<file path="config.mk">
export PLATFORM = sky130hd
export DESIGN_NAME = mmio_req_bridge
export DESIGN_NICKNAME = d
export VERILOG_FILES = /design/src/rtl/mmio_pkg.sv /design/src/rtl/mmio_addr.sv /design/src/rtl/mmio_req_bridge.sv
export SDC_FILE = /design/constraint.sdc
export NUM_CORES = 1
export LEC_CHECK = 0
export ABC_AREA = 1
export CORE_MARGIN = 10
export CORE_UTILIZATION = 45
export DETAILED_ROUTE_END_ITERATION = 6
export GPL_TIMING_DRIVEN = 0
export PLACE_DENSITY = 0.9
export SLEW_MARGIN = 5
export SYNTH_ARGS = -nofsm -noshare
export SYNTH_HDL_FRONTEND = slang
export SYNTH_HIERARCHICAL = 1
export SYNTH_SLANG_ARGS = --single-unit
</file>
<file path="constraint.sdc">
create_clock -name sys_clk -period 4.4 [get_ports sys_clk]
set_clock_uncertainty 0.15 [all_clocks]
set_input_delay 0.88 -clock sys_clk [delete_from_list [all_inputs] [get_ports sys_clk]]
set_output_delay 0.88 -clock sys_clk [all_outputs]
set_load 0.1 [all_outputs]
</file>
<file path="src/rtl/mmio_pkg.sv">
// Shared types and constants for the MMIO request bridge and its address decoder.
package mmio_pkg;

  typedef enum logic [1:0] {
    IDLE = 2'd0,
    BUSY = 2'd1,
    RESP = 2'd2
  } state_e;

  // Read data returned with any error response unless overridden.
  localparam logic [31:0] ERR_RDATA_DEF = 32'h0000_0000;

  // Required value of addr[1:0] for a word-aligned access.
  localparam logic [1:0]  ALIGN_MASK    = 2'b00;

  // MMIO window seen by the decoder: addr & MMIO_MASK == MMIO_BASE.
  localparam logic [31:0] MMIO_BASE     = 32'h4000_0000;
  localparam logic [31:0] MMIO_MASK     = 32'hFFFF_0000;

endpackage

</file>
<file path="src/rtl/mmio_addr.sv">
// MMIO address decoder: flags addresses that fall inside the device window.
module mmio_addr
  import mmio_pkg::*;
(
  input  logic [31:0] addr_i,
  output logic        is_mmio_o
);

  // Window match on the upper address bits.
  always_comb begin
    is_mmio_o = ((addr_i & MMIO_MASK) == MMIO_BASE);
  end

endmodule

</file>
<file path="src/rtl/mmio_req_bridge.sv">
// Converts one-shot MMIO requests into level-held device strobes and a
// single-cycle response, with local decode/alignment rejection and a timeout.
module mmio_req_bridge
  import mmio_pkg::*;
#(
  parameter int unsigned TIMEOUT_CYCLES = 1024,
  parameter int unsigned CNT_W          = 11,
  parameter logic [31:0] ERR_RDATA      = ERR_RDATA_DEF
) (
  input  logic        sys_clk,
  input  logic        rst,
  input  logic        req_valid,
  input  logic        req_write,
  input  logic [31:0] req_addr,
  input  logic [31:0] req_wdata,
  output logic        req_ready,
  output logic        resp_valid,
  output logic        resp_err,
  output logic [31:0] resp_rdata,
  output logic        mmio_read,
  output logic        mmio_write,
  output logic [31:0] mmio_addr,
  output logic [31:0] mmio_write_data,
  input  logic        mmio_read_done,
  input  logic        mmio_write_done,
  input  logic [31:0] mmio_read_data
);

  localparam logic [CNT_W-1:0] CNT_LAST = CNT_W'(TIMEOUT_CYCLES - 1);

  state_e            state_q, state_d;
  logic              wr_q, wr_d;
  logic [31:0]       addr_q, addr_d;
  logic [31:0]       wdata_q, wdata_d;
  logic [CNT_W-1:0]  cnt_q, cnt_d;
  logic [31:0]       rdata_q, rdata_d;
  logic              err_q, err_d;

  logic              is_mmio;
  logic              accept;
  logic              local_err;
  logic              done_match;
  logic              timeout;

  mmio_addr u_addr_dec (
    .addr_i    (req_addr),
    .is_mmio_o (is_mmio)
  );

  // Shared decode terms: transfer, local rejection, matching done, timeout.
  always_comb begin
    accept     = req_valid && (state_q == IDLE);
    local_err  = !is_mmio || (req_addr[1:0] != ALIGN_MASK);
    done_match = wr_q ? mmio_write_done : mmio_read_done;
    timeout    = (cnt_q == CNT_LAST);
  end

  // State register.
  always_ff @(posedge sys_clk) begin
    if (rst) begin
      state_q <= IDLE;
    end else begin
      state_q <= state_d;
    end
  end

  // Next-state logic; a done in the timeout cycle still counts as completion.
  always_comb begin
    state_d = state_q;
    unique case (state_q)
      IDLE: begin
        if (accept) begin
          state_d = local_err ? RESP : BUSY;
        end
      end
      BUSY: begin
        if (done_match || timeout) begin
          state_d = RESP;
        end
      end
      RESP: begin
        state_d = IDLE;
      end
      default: begin
        state_d = IDLE;
      end
    endcase
  end

  // Output decode from the current state and the latched direction.
  always_comb begin
    req_ready       = (state_q == IDLE);
    resp_valid      = (state_q == RESP);
    mmio_read       = (state_q == BUSY) && !wr_q;
    mmio_write      = (state_q == BUSY) &&  wr_q;
    mmio_addr       = addr_q;
    mmio_write_data = wdata_q;
    resp_err        = err_q;
    resp_rdata      = rdata_q;
  end

  // Next values for the request latch, timeout counter and response registers.
  always_comb begin
    wr_d    = wr_q;
    addr_d  = addr_q;
    wdata_d = wdata_q;
    cnt_d   = cnt_q;
    rdata_d = rdata_q;
    err_d   = err_q;
    unique case (state_q)
      IDLE: begin
        cnt_d = '0;
        if (accept) begin
          wr_d    = req_write;
          addr_d  = req_addr;
          wdata_d = req_wdata;
          if (local_err) begin
            err_d   = 1'b1;
            rdata_d = ERR_RDATA;
          end
        end
      end
      BUSY: begin
        cnt_d = cnt_q + CNT_W'(1);
        if (done_match) begin
          err_d   = 1'b0;
          rdata_d = wr_q ? 32'h0000_0000 : mmio_read_data;
        end else if (timeout) begin
          err_d   = 1'b1;
          rdata_d = ERR_RDATA;
        end
      end
      RESP: begin
        cnt_d = '0;
      end
      default: begin
        cnt_d = '0;
      end
    endcase
  end

  // Request latch, timeout counter and response registers.
  always_ff @(posedge sys_clk) begin
    if (rst) begin
      wr_q    <= 1'b0;
      addr_q  <= '0;
      wdata_q <= '0;
      cnt_q   <= '0;
      rdata_q <= '0;
      err_q   <= 1'b0;
    end else begin
      wr_q    <= wr_d;
      addr_q  <= addr_d;
      wdata_q <= wdata_d;
      cnt_q   <= cnt_d;
      rdata_q <= rdata_d;
      err_q   <= err_d;
    end
  end

endmodule

</file>
* Yosys cells after proc, flatten, opt, wreduce, memory -nomap -nowiden
Cells that the tools add are included.
** Word-level totals
- Logic and storage cells :: 47
- Bits in registers :: 111
- Bits of input ports :: 102
- Output and inout bits :: 101
** Cells by class
- Bitwise logic cells :: 1
- $add $sub $neg :: 1
- Equality and inequality tests :: 8
- Reductions and logical operators :: 14
- Multiplexer cells :: 16
** Operators by type and width (number)
- 32-bit 2-to-1 mux :: 5
- 32-bit one-hot mux with 2 select lines :: 1
- 16-bit by 15-bit equality test with 1-bit output (second input constant) :: 1
- 11-bit by 1-bit adder with 11-bit output (second input constant) :: 1
- 11-bit by 10-bit equality test with 1-bit output (second input constant) :: 1
- 2-bit 2-to-1 mux :: 3
- 1-bit 2-to-1 mux :: 5
- 2-bit by 1-bit inequality test with 1-bit output (second input constant) :: 2
- 2-bit one-hot mux with 2 select lines :: 1
- 2-bit AND reduction :: 2
- 4-bit AND reduction :: 1
- 2-bit nonzero test :: 2
- 1-bit logical AND :: 3
- 3-bit inequality test (second input constant) :: 1
- 2-bit by 1-bit equality test with 1-bit output (second input constant) :: 1
- 2-bit equality test (second input constant) :: 1
- 1-bit logical NOT :: 2
- 2-bit logical NOT :: 1
- 1-bit logical OR :: 2
- 2-bit inequality test (second input constant) :: 1
- 1-bit one-hot mux with 2 select lines :: 1
- 2-bit OR reduction :: 1
- 1-bit inverter :: 1

* Longest topological paths before layout
- Word-level depth :: 6
- Depth in mapped cells :: 13
- Mapped depth without buffers :: 12

* Cells and area by module
Netlist, hierarchy kept.
** By module, submodules not included
- mmio_req_bridge :: times used 1, seq. area each 2222.1 µm², cells an instance 590, area each 4295.4 µm²
- mmio_addr :: times used 1, seq. area each 0.0 µm², cells an instance 30, area each 112.6 µm²

* Worst setup path before layout
No wires, ideal clock.
- Path type :: register to output
- Start :: register state_q[1]
- End :: output mmio_read
- Path slack :: 1.598 ns
- Required time :: 3.370 ns
- Buffers on the path :: 0
- Data arrival time :: 1.772 ns
- Stages on the path, launching flop included :: 4
- Cell sequence :: dfxtp_1 -> inv_1 -> nand2_2 -> nor2_1
** Between the ends
- Word-level cells in the longest chain between the ends :: 2
** RTL lines
- start, declared :: line mmio_req_bridge.sv:31 : state_e state_q, state_d;
- start signal, assigned :: line mmio_req_bridge.sv:63 : state_q <= state_d;
- 2-bit by 1-bit equality test with 1-bit output :: line mmio_req_bridge.sv:94 : mmio_read = (state_q == BUSY) && !wr_q;
- 1-bit logical AND :: line mmio_req_bridge.sv:94
- end, declared :: line mmio_req_bridge.sv:20 : output logic mmio_read,
Every way passes these cells.

* Final worst setup path
Ends and elaborated chain as after synthesis.

==> metrics.yaml <==
grt:
  track_usage_pct: 20.73
  first_global_vias: 4685
  use_met2_pct: 37.55
  use_met1_pct: 22.23
  antenna_found_initial: 0
  top_usage_layer: "met2"
  met3_usage_pct: 5.196
  grt_start_max_net_pins: 21
  grt_pass1_wl_microns: 23890
  overflow: 0
sta:
  hold_viol: 0
  slew_viol_final: 0
  holdWs_ns: 0.3092
  finalCriticalPeriod_ns: 3.263
  setup_viol: 0
  fin_tns_setup_ns: 0
  timing.final.crit_share_pct: 74.16
  fin_ws_ns: 1.137
  slew_headroom_pct: 31.09
  rsz0062_at_grt: "false"
  fmax_mhz: 306.5
  tightest_slew_ns: 1.030
clock_tree:
  root_buffer: "clkbuf_8"
  cts_tree: "done"
  path_clk_slew_ns: 0.11
  cts.path.max_buffers: 2
  h-tree-depth: 3
  clkLatencyLatePin_ns: 0.37
  cts_resized: 0
  cts_buffers: 9
  cts_hold_buf: 0
  cts_setup_buffers: 0
  clock_sinks: 111
route:
  via_count: 4830
  wl_microns: 15440
  wl_per_cell_microns: 15.90
  dr.pass1.iters: 6
  drt.antenna.violating_nets: 0
  vias_per_cell: 4.974
  drc_errors: 0
  drt_iter0_drc: 357
die:
  die_h_microns: 119.0
  start_util_pct: 45.73
  io_pins: 203
  chipWidth_microns: 119.0
  coreArea_sq_um: 9639
  die-area_sq_um: 14150
  rows: 36
critical_path:
  rr_worst_depth: 9
  rrSetupSlack_ns: 2.52
  crit_path_cell_trace: "inv_1 -> nand2_2 -> nor2_1 -> clkdlybuf4s50_1"
  end_kind: "output port"
  arrival_ns: 2.23
  start_kind: "flip-flop"
  critical_path_class: "flip-flop to output port"
  slowest_delay_ns: 1.15
  worstPathRequired_ns: 3.37
  crit_path_top_delay_cell: "clkdlybuf4s50_1"
  path_max_fanout: 6
layout:
  finalNonFillerCells: 971
  layout-drive-gt1-share_pct: 5.609
  fin_nets: 936
  fillers: 771
  syn_to_final_growth_pct: 54.41
  diodes: 0
placement:
  place.gp.congestion: 0.8471
  io_buffers: 202
  dp_slack_ns: 1.328
  dp.cells: 955
  hpwl_microns: 12300
pwr:
  p_per_area_nw_per_um2: 388.1
  p_leak_nw: 2.792
  peakVddDrop_mv: 0.2424
  power_w: 0.002642
hold_path:
  whs_path_depth: 2
  worstHoldPathType: "flip-flop to flip-flop"
yosys:
  synthSimpleGateAreaFrac_pct: 30.09
  synth_compound_area_share_pct: 12.09
  synth_fa_ha_area_share_pct: 0.2838
  ys_ff_latch: 111
  syn-num-nets: 723
  yosys_warnings: 6
  synthCells: 620
  syn_area_per_cell_sq_um: 7.110
  seq_area_frac_synth_pct: 50.41
  synth-xor-area-share_pct: 0
  synth_top_family_by_area: "simple AND/OR/NAND/NOR gates"
  muxShareOfSynthArea_pct: 0
  ys_types: 22
  post_synth_instance_area_sq_um: 4408
status:
  outcome: "finished clean"
run:
  maxCapViolCount: 0
==> path summary, 6_finish.rpt <==
check | from | endpoint
setup / recovery | state_q[1] | mmio_read
setup reg to reg | cnt_q[0] | resp_rdata[29]
hold / removal | resp_err | resp_err
hold reg to reg | resp_err | resp_err
==> sequential cells by signal (all words and copies together), names as in the netlist <==
name / count
mmio_addr: 32
mmio_write_data: 32
state_q: 2
resp_err: 1
wr_q: 1
cnt_q: 11
resp_rdata: 32
==> critical path, delay by kind of cell (launching register included) <==
| kind | cells | cell delay, ns |
|---|---|---|
| AND/OR/NAND/NOR | 2 | 0.27 |
| flip-flops | 1 | 0.33 |
| buffers and inverters | 2 | 1.26 |
==> placed cells by master (no fill, tap or decap), types with 2 or more instances in the layout <==
| master | Yosys | final |
|---|---|---|
| nor2_2 | 2 | 2 |
| clkdlybuf4s50_1 | 0 | 202 |
| nor2_4 | 2 | 2 |
| nor3_1 | 3 | 3 |
| buf_2 | 20 | 20 |
| nand2_4 | 2 | 2 |
| clkbuf_8 | 0 | 9 |
| dfxtp_1 | 111 | 111 |
| o21ai_0 | 61 | 61 |
| inv_8 | 0 | 2 |
| o21ai_1 | 7 | 7 |
| nand3_1 | 32 | 32 |
| a21oi_1 | 37 | 37 |
| nor2_1 | 193 | 193 |
| clkbuf_1 | 16 | 16 |
| inv_1 | 37 | 37 |
| nand2_1 | 87 | 87 |
| inv_6 | 0 | 2 |
| nand2_2 | 3 | 3 |
==> Yosys cell counts, drive strengths merged <==
| library cell | instances | area [sq um] |
|---|---|---|
| a21oi | 37 | 185.2 |
| nor2 | 197 | 759.5 |
| dfxtp | 111 | 2222 |
| nand2 | 92 | 367.8 |
| and3 | 1 | 6.260 |
| nor3b | 1 | 7.510 |
| o21ai | 68 | 340.3 |
| buf | 21 | 111.4 |
| clkinv | 1 | 3.750 |
| o21a | 1 | 7.510 |
| nor3 | 3 | 15.01 |
| ha | 1 | 12.51 |
| clkbuf | 16 | 60.06 |
| nand3 | 33 | 170.2 |
| inv | 37 | 138.9 |
==> cell type report <==
type	instances	area, sq um	area share, %
clock buffers	9	123.9	1.820
inverters	38	142.6	2.096
well taps	133	166.4	2.445
repair buffers	202	2022	29.71
flip-flops and latches	111	2222	32.65
plain buffers	37	171.4	2.518
clock inverters	7	86.33	1.268
multi-input cells	434	1872	27.50
==> kinds of logic after synthesis <==
| logic type | Yosys count |
|---|---|
| buffers and inverters | 75 |
| and+or+nand+nor | 327 |
| adders and majority gates | 1 |
| AOI/OAI and AO/OA | 106 |
| DFF | 111 |
==> report_power, final <==
part	internal [W]	total (W)	switching [W]
registers	0.00107	0.00111	0.0000349
clock network	0.000277	0.000641	0.000364
logic	0.000246	0.000895	0.000649
==> metal layers <==
metal | wire length [microns] | share of wire, %
met1 | 5647 | 37
met5 | 0 | 0
met3 | 1099 | 7.1
met4 | 527 | 3.4
met2 | 8168 | 53
==> metrics by stage <==
step                      area (sq um)  util (%)
final                             6807     70.61
after global routing              6807     70.61
after CTS                         6807     70.61
after detailed placement          6596     68.43
after global placement            6596     68.43
after floorplan                   4408         -
Power figures use the tool's default switching activity.
